--- config.mk ---
export PLATFORM = sky130hd
export DESIGN_NAME = uart_transmitter
export DESIGN_NICKNAME = d
export VERILOG_FILES = /design/src/rtl/uart_pkg.sv /design/src/rtl/uart_transmitter.sv
export SDC_FILE = /design/constraint.sdc
export NUM_CORES = 1
export LEC_CHECK = 0
export BUFFER_PORTS_ARGS = -buffer_cell sky130_fd_sc_hd__buf_4
export CORE_UTILIZATION = 55
export CTS_CLUSTER_SIZE = 24
export DETAILED_ROUTE_END_ITERATION = 12
export PLACE_DENSITY = 0.87
export SLEW_MARGIN = 20
export SYNTH_ARGS = -nofsm -noshare
export SYNTH_HDL_FRONTEND = slang
export SYNTH_SLANG_ARGS = --single-unit
--- constraint.sdc ---
create_clock -name clk -period 2.2 [get_ports clk]
set_input_delay 0.44 -clock clk [delete_from_list [all_inputs] [get_ports clk]]
set_output_delay 0.44 -clock clk [all_outputs]
set_load 0.005 [all_outputs]
--- src/rtl/uart_pkg.sv ---
// Shared UART definitions: FSM state encoding, parity modes and the parity-bit helper.
// Also intended for use by the receive side of the link.
package uart_pkg;

    typedef enum logic [2:0] {
        ST_IDLE   = 3'd0,
        ST_START  = 3'd1,
        ST_DATA   = 3'd2,
        ST_PARITY = 3'd3,
        ST_STOP   = 3'd4
    } uart_state_e;

    localparam int PAR_NONE = 0;
    localparam int PAR_ODD  = 1;
    localparam int PAR_EVEN = 2;

    // acc is the XOR of all data bits; odd parity inverts it so the frame's ones count is odd.
    function automatic logic parity_bit(input int mode, input logic acc);
        return (mode == PAR_ODD) ? ~acc : acc;
    endfunction

endpackage

--- src/rtl/uart_transmitter.sv ---
// UART transmit path: one-entry holding register feeding a baud-tick-paced serialiser.
// Frame is start, DATABITS data bits LSB first, optional parity, STOPBITS stop bits.
module uart_transmitter
    import uart_pkg::*;
#(
    parameter int DATABITS = 8,
    parameter int PARITY   = 0,
    parameter int STOPBITS = 1
) (
    input  logic                clk,
    input  logic                rst,
    input  logic                baudtick,
    input  logic [DATABITS-1:0] in_data,
    input  logic                in_valid,
    output logic                in_ready,
    output logic                txd,
    output logic                busy
);

    localparam logic [3:0] DATA_LAST = 4'(DATABITS);
    localparam logic [3:0] STOP_LAST = 4'(STOPBITS);

    uart_state_e         state_q, state_d;
    logic [DATABITS-1:0] hold_q, hold_d;
    logic                hold_full_q, hold_full_d;
    logic [DATABITS-1:0] shift_q, shift_d;
    logic [3:0]          cnt_q, cnt_d;
    logic                par_q, par_d;
    logic                txd_q, txd_d;
    logic                in_ready_q;
    logic                busy_q;
    logic                load;

    always_comb begin
        state_d     = state_q;
        hold_d      = hold_q;
        hold_full_d = hold_full_q;
        shift_d     = shift_q;
        cnt_d       = cnt_q;
        par_d       = par_q;
        txd_d       = txd_q;
        load        = 1'b0;

        if (in_valid && !hold_full_q) begin
            hold_d      = in_data;
            hold_full_d = 1'b1;
        end

        if (baudtick) begin
            case (state_q)
                ST_IDLE: load = hold_full_q;
                ST_START: begin
                    txd_d   = shift_q[0];
                    par_d   = par_q ^ shift_q[0];
                    shift_d = shift_q >> 1;
                    cnt_d   = 4'd1;
                    state_d = ST_DATA;
                end
                ST_DATA: begin
                    if (cnt_q < DATA_LAST) begin
                        txd_d   = shift_q[0];
                        par_d   = par_q ^ shift_q[0];
                        shift_d = shift_q >> 1;
                        cnt_d   = cnt_q + 4'd1;
                    end else if (PARITY != PAR_NONE) begin
                        txd_d   = parity_bit(PARITY, par_q);
                        state_d = ST_PARITY;
                    end else begin
                        txd_d   = 1'b1;
                        cnt_d   = 4'd1;
                        state_d = ST_STOP;
                    end
                end
                ST_PARITY: begin
                    txd_d   = 1'b1;
                    cnt_d   = 4'd1;
                    state_d = ST_STOP;
                end
                ST_STOP: begin
                    // The counter is reused to count stop-bit intervals already sent.
                    if (cnt_q >= STOP_LAST) begin
                        state_d = ST_IDLE;
                        load    = hold_full_q;
                    end else begin
                        cnt_d = cnt_q + 4'd1;
                    end
                end
                default: begin
                    txd_d   = 1'b1;
                    state_d = ST_IDLE;
                end
            endcase
        end

        // Loading frees the holding register; an accept on this cycle is impossible.
        if (load) begin
            shift_d     = hold_q;
            hold_full_d = 1'b0;
            txd_d       = 1'b0;
            par_d       = 1'b0;
            cnt_d       = 4'd0;
            state_d     = ST_START;
        end
    end

    always_ff @(posedge clk or posedge rst) begin
        if (rst) begin
            state_q     <= ST_IDLE;
            hold_q      <= '0;
            hold_full_q <= 1'b0;
            shift_q     <= '0;
            cnt_q       <= 4'd0;
            par_q       <= 1'b0;
            txd_q       <= 1'b1;
            in_ready_q  <= 1'b1;
            busy_q      <= 1'b0;
        end else begin
            state_q     <= state_d;
            hold_q      <= hold_d;
            hold_full_q <= hold_full_d;
            shift_q     <= shift_d;
            cnt_q       <= cnt_d;
            par_q       <= par_d;
            txd_q       <= txd_d;
            in_ready_q  <= !hold_full_d;
            busy_q      <= hold_full_d || (state_d != ST_IDLE);
        end
    end

    assign in_ready = in_ready_q;
    assign txd      = txd_q;
    assign busy     = busy_q;

endmodule

==> run summary <==
The run finished with clean final reports. The layout has between 150 and 200 filler cells. The number of global-route vias before repair is 933. The root buffer cell chosen for the clock tree is clkbuf_4. STA classifies the critical path endpoint as a register.

The remaining number of nets flagged by the antenna check after routing is 0. After detailed routing, the number of vias per cell comes to 5.60. The proportion of synthesized flip-flops having asynchronous set or reset is 100%. The worst vdd rail ir drop came out at 874 uV. The warning count from the yosys run came out at 0. Derived from the worst setup path, the maximum achievable clock frequency is 0.519 GHz. The antenna diode instance count is 0.

The count of final setup violators came out at 0. The area overhead of the layout relative to synthesis is 12.1%. The transition time at the pin with the least slew margin is 550 ps.

In the final design database the tool counted 156 nets. The net switching share of the total power came out at between 30 and 40%. The first-pass GRT wire length came out at 4.17 mm.

The H-tree depth came out at 1. The area of the core is 2280 sq um. The placed instance area is 1500 sq um. The synthesized area per cell came out at 11.1 sq um. The total number of clock tree sinks is 27. The register bit total from synthesis came out at 27. The initial detailed-routing violation count is 14.

The synthesized netlist occupies a cell area of 1370 sq um. STA classifies the critical path startpoint as a register. The largest fanout on the critical path is 24. The proportion of synthesized chip area in sequential cells is roughly 49%. The power share of the sequential group is 46.8%. The critical path is of the register to register type. The switching power total is around 760 uW. The internal reg-to-reg setup slack is between 200 and 300 ps. Among all flip-flop cells after synthesis, the most frequent one is dfrtp_1. The final critical path time including I/O delays and setup is approximately 1900 ps. The wire length per cell came out at 14.0 um. The number of clock buffers inserted by TritonCTS came out at 3. The maximum buffer depth of the clock tree came out at 2. The total overflow left after global routing is 0.

The number of pins with negative max-slew slack in the final report came out at 0. The later-pin clock latency in the skew report came out at about 320 ps. TritonCTS built the clock tree. The detailed router placed 935 vias in this run. The total power per unit cell area is 1310 nW/um^2. Combinational logic is responsible for 43.2% of the overall power.

The clock network fraction of total power is 10.1%. The endpoint of the worst setup timing path is cnt_q[2]. Summed over all cells, the static leakage comes to 0.711 nW. The internal power of the cells totals 1.25 mW. Setup repair after global routing left no endpoint under its margin. The number of antenna violations at the first check in global routing is 0. The start of the worst register-to-register path is cnt_q[0]. The ratio of cells with drive above 1 in the final layout is 25.9%. The number of buffers inserted for hold repair after clock tree synthesis came out at 0.

The clock input transition at the sequential cells of the worst setup and hold paths came out at 140 ps. The remaining design rule violation count is 0. The cell area after layout is 1540 sq um.

The number of enable-type register cells in the synthesized netlist is 0. The required time reported for the critical path endpoint is 2460 ps. The number of endpoints with negative hold slack in the final report is 0.

The first-pass iteration count of the detailed router is 4. The share of the clock period used by the worst path came out at a little under 90%. The die boundary width is just over 50 um. The arrival time of data at the critical path endpoint came out at 2190 ps. The worst hold-check path type is input pin to asynchronous set/reset pin. The tool flagged a number of max-cap violations equal to 0. The post-layout utilization of the core is 67.6%. The post-synthesis cell count is 124. The number of buffers added on ports is 14. The worst register-to-register path ends at cnt_q[2]. The global-route usage over all layers came out at a little over a fifth.

The total chip power is 2.02 mW. The global placement routability congestion came out at 0.787. The headroom to the max-slew limit came out at 63.2%. The maximum number of pins on one net before global-route repair came out at 28. The boundary pin count is 15.

The summed negative setup slack over all endpoints came out at 0 ps. The area enclosed by the die boundary came out at 2700 sq um. Wires add up to 2.33 mm. The maximum clock skew at final layout came out at 6.92 ps. Measured in cells, the most critical reg-to-reg path has a length of 5. The sum of net half-perimeters after detailed placement is 1.73 mm. The number of different library cells in the post-synthesis netlist came out at 41. The y dimension of the die came out at 52.0 um. The starting density of the core came out at about three fifths. The worst setup path startpoint is cnt_q[0]. The number of nets in the synthesized netlist is 140. The initialized floorplan defines 17 standard-cell rows.
[critical path, stage by stage, from the launching register on]
cell,delay (ps)
dfrtp_1,460
ha_1,250
nor4b_4,410
a21boi_4,240
nor4b_1,360
a211o_1,160
[cell families after synthesis]
family	after synthesis	synth area share [%]
AO/OA/AOI/OAI	23	12.4
XOR/XNOR	1	0.638
adder cells (fa/ha/maj)	4	3.65
buffers and inverters	11	3.37
flip-flops	27	49.4
multiplexers	16	12.4
AND/OR/NAND/NOR	42	18.1
[cell usage in the layout (no fill, tap or decap), types with 2 or more instances in the layout]
cell type / n
o21ai_1: 8
ha_1: 4
mux2_2: 8
buf_4: 16
inv_1: 5
or2_1: 3
nor4b_1: 2
mux2i_1: 8
dfrtp_1: 25
nor2_1: 4
clkbuf_4: 3
nor2b_1: 3
nand2_1: 16
nor3b_1: 2
nand2b_1: 4
dfstp_2: 2
[Yosys cell counts (all sizes together) (2+ instances only)]
cell,number,area [sq um]
ha,4,50.1
nor3b,2,15.0
mux2,8,90.1
dfrtp,25,626
dfstp,2,52.6
nor2,4,15.0
or2,3,18.8
nand2b,4,25.0
mux2i,8,80.1
inv,6,22.5
buf,4,20.0
nand2,16,60.1
o21ai,10,53.8
nor4b,3,41.3
nor2b,3,18.8
[flip-flops by register name, indices dropped and copies added, names as in the netlist]
signal	count
hold_q	8
shift_q	8
cnt_q	4
state_q	3
busy	1
hold_full_q	1
in_ready	1
txd	1
[metrics by stage]
stage | setup WS [ps] | hold WS (ps) | instances
after global placement | 181 | 468 | 163
after floorplan | 598 | 452 | 124
final | 273 | 164 | 167
after CTS | 57.1 | 155 | 167
after global routing | 124 | 206 | 167
after detailed placement | 66.7 | 476 | 163
[timing repair]
action / in CTS / in global routing
setup endpoints to repair: 0 / 1
buffers inserted: 0 / 0
gates resized for setup: 0 / 1
endpoints found under the hold margin: 0 / 0
[worst min path at each step]
stage               cells after the start       from  slack (ps)          to
floorplan                               2  hold_q[0]         450  shift_q[0]
global placement                        2  hold_q[0]         470  shift_q[0]
detailed placement                      2  hold_q[3]         480  shift_q[3]
CTS                                     3        rst         160  state_q[2]
global route                            3        rst         210  state_q[2]
finish                                  3        rst         160  shift_q[4]
[layout make-up]
type	count	area (sq um)	area share (%)
multi-input combinational	86	656	42.6
sequential	27	678	44.1
clock inverter	1	5.00	0.325
inverter	6	22.5	1.46
clock buffer	3	22.5	1.46
tap	28	35.0	2.28
timing repair buffer	16	120	7.80
[power by group through the flow]
stage | logic, mW | clock network (mW) | registers (mW)
after floorplan | 0.735 | 0 | 0.869
after global routing | 0.974 | 0.227 | 0.982
after global placement | 0.826 | 0 | 0.932
after detailed placement | 0.871 | 0 | 0.954
final | 0.870 | 0.203 | 0.943
after CTS | 0.877 | 0.216 | 0.940
[layer usage]
metal / GRT usage, % / vias to the layer above / routed length [um]
met1: 27.8 / 443 / 1070
li1: - / 473 / -
met4: 8.11 / 0 / 10
met3: 1.75 / 2 / 50
met2: 35.3 / 17 / 1200
met5: 0 / - / 0
(Power assumes the default switching activity.)
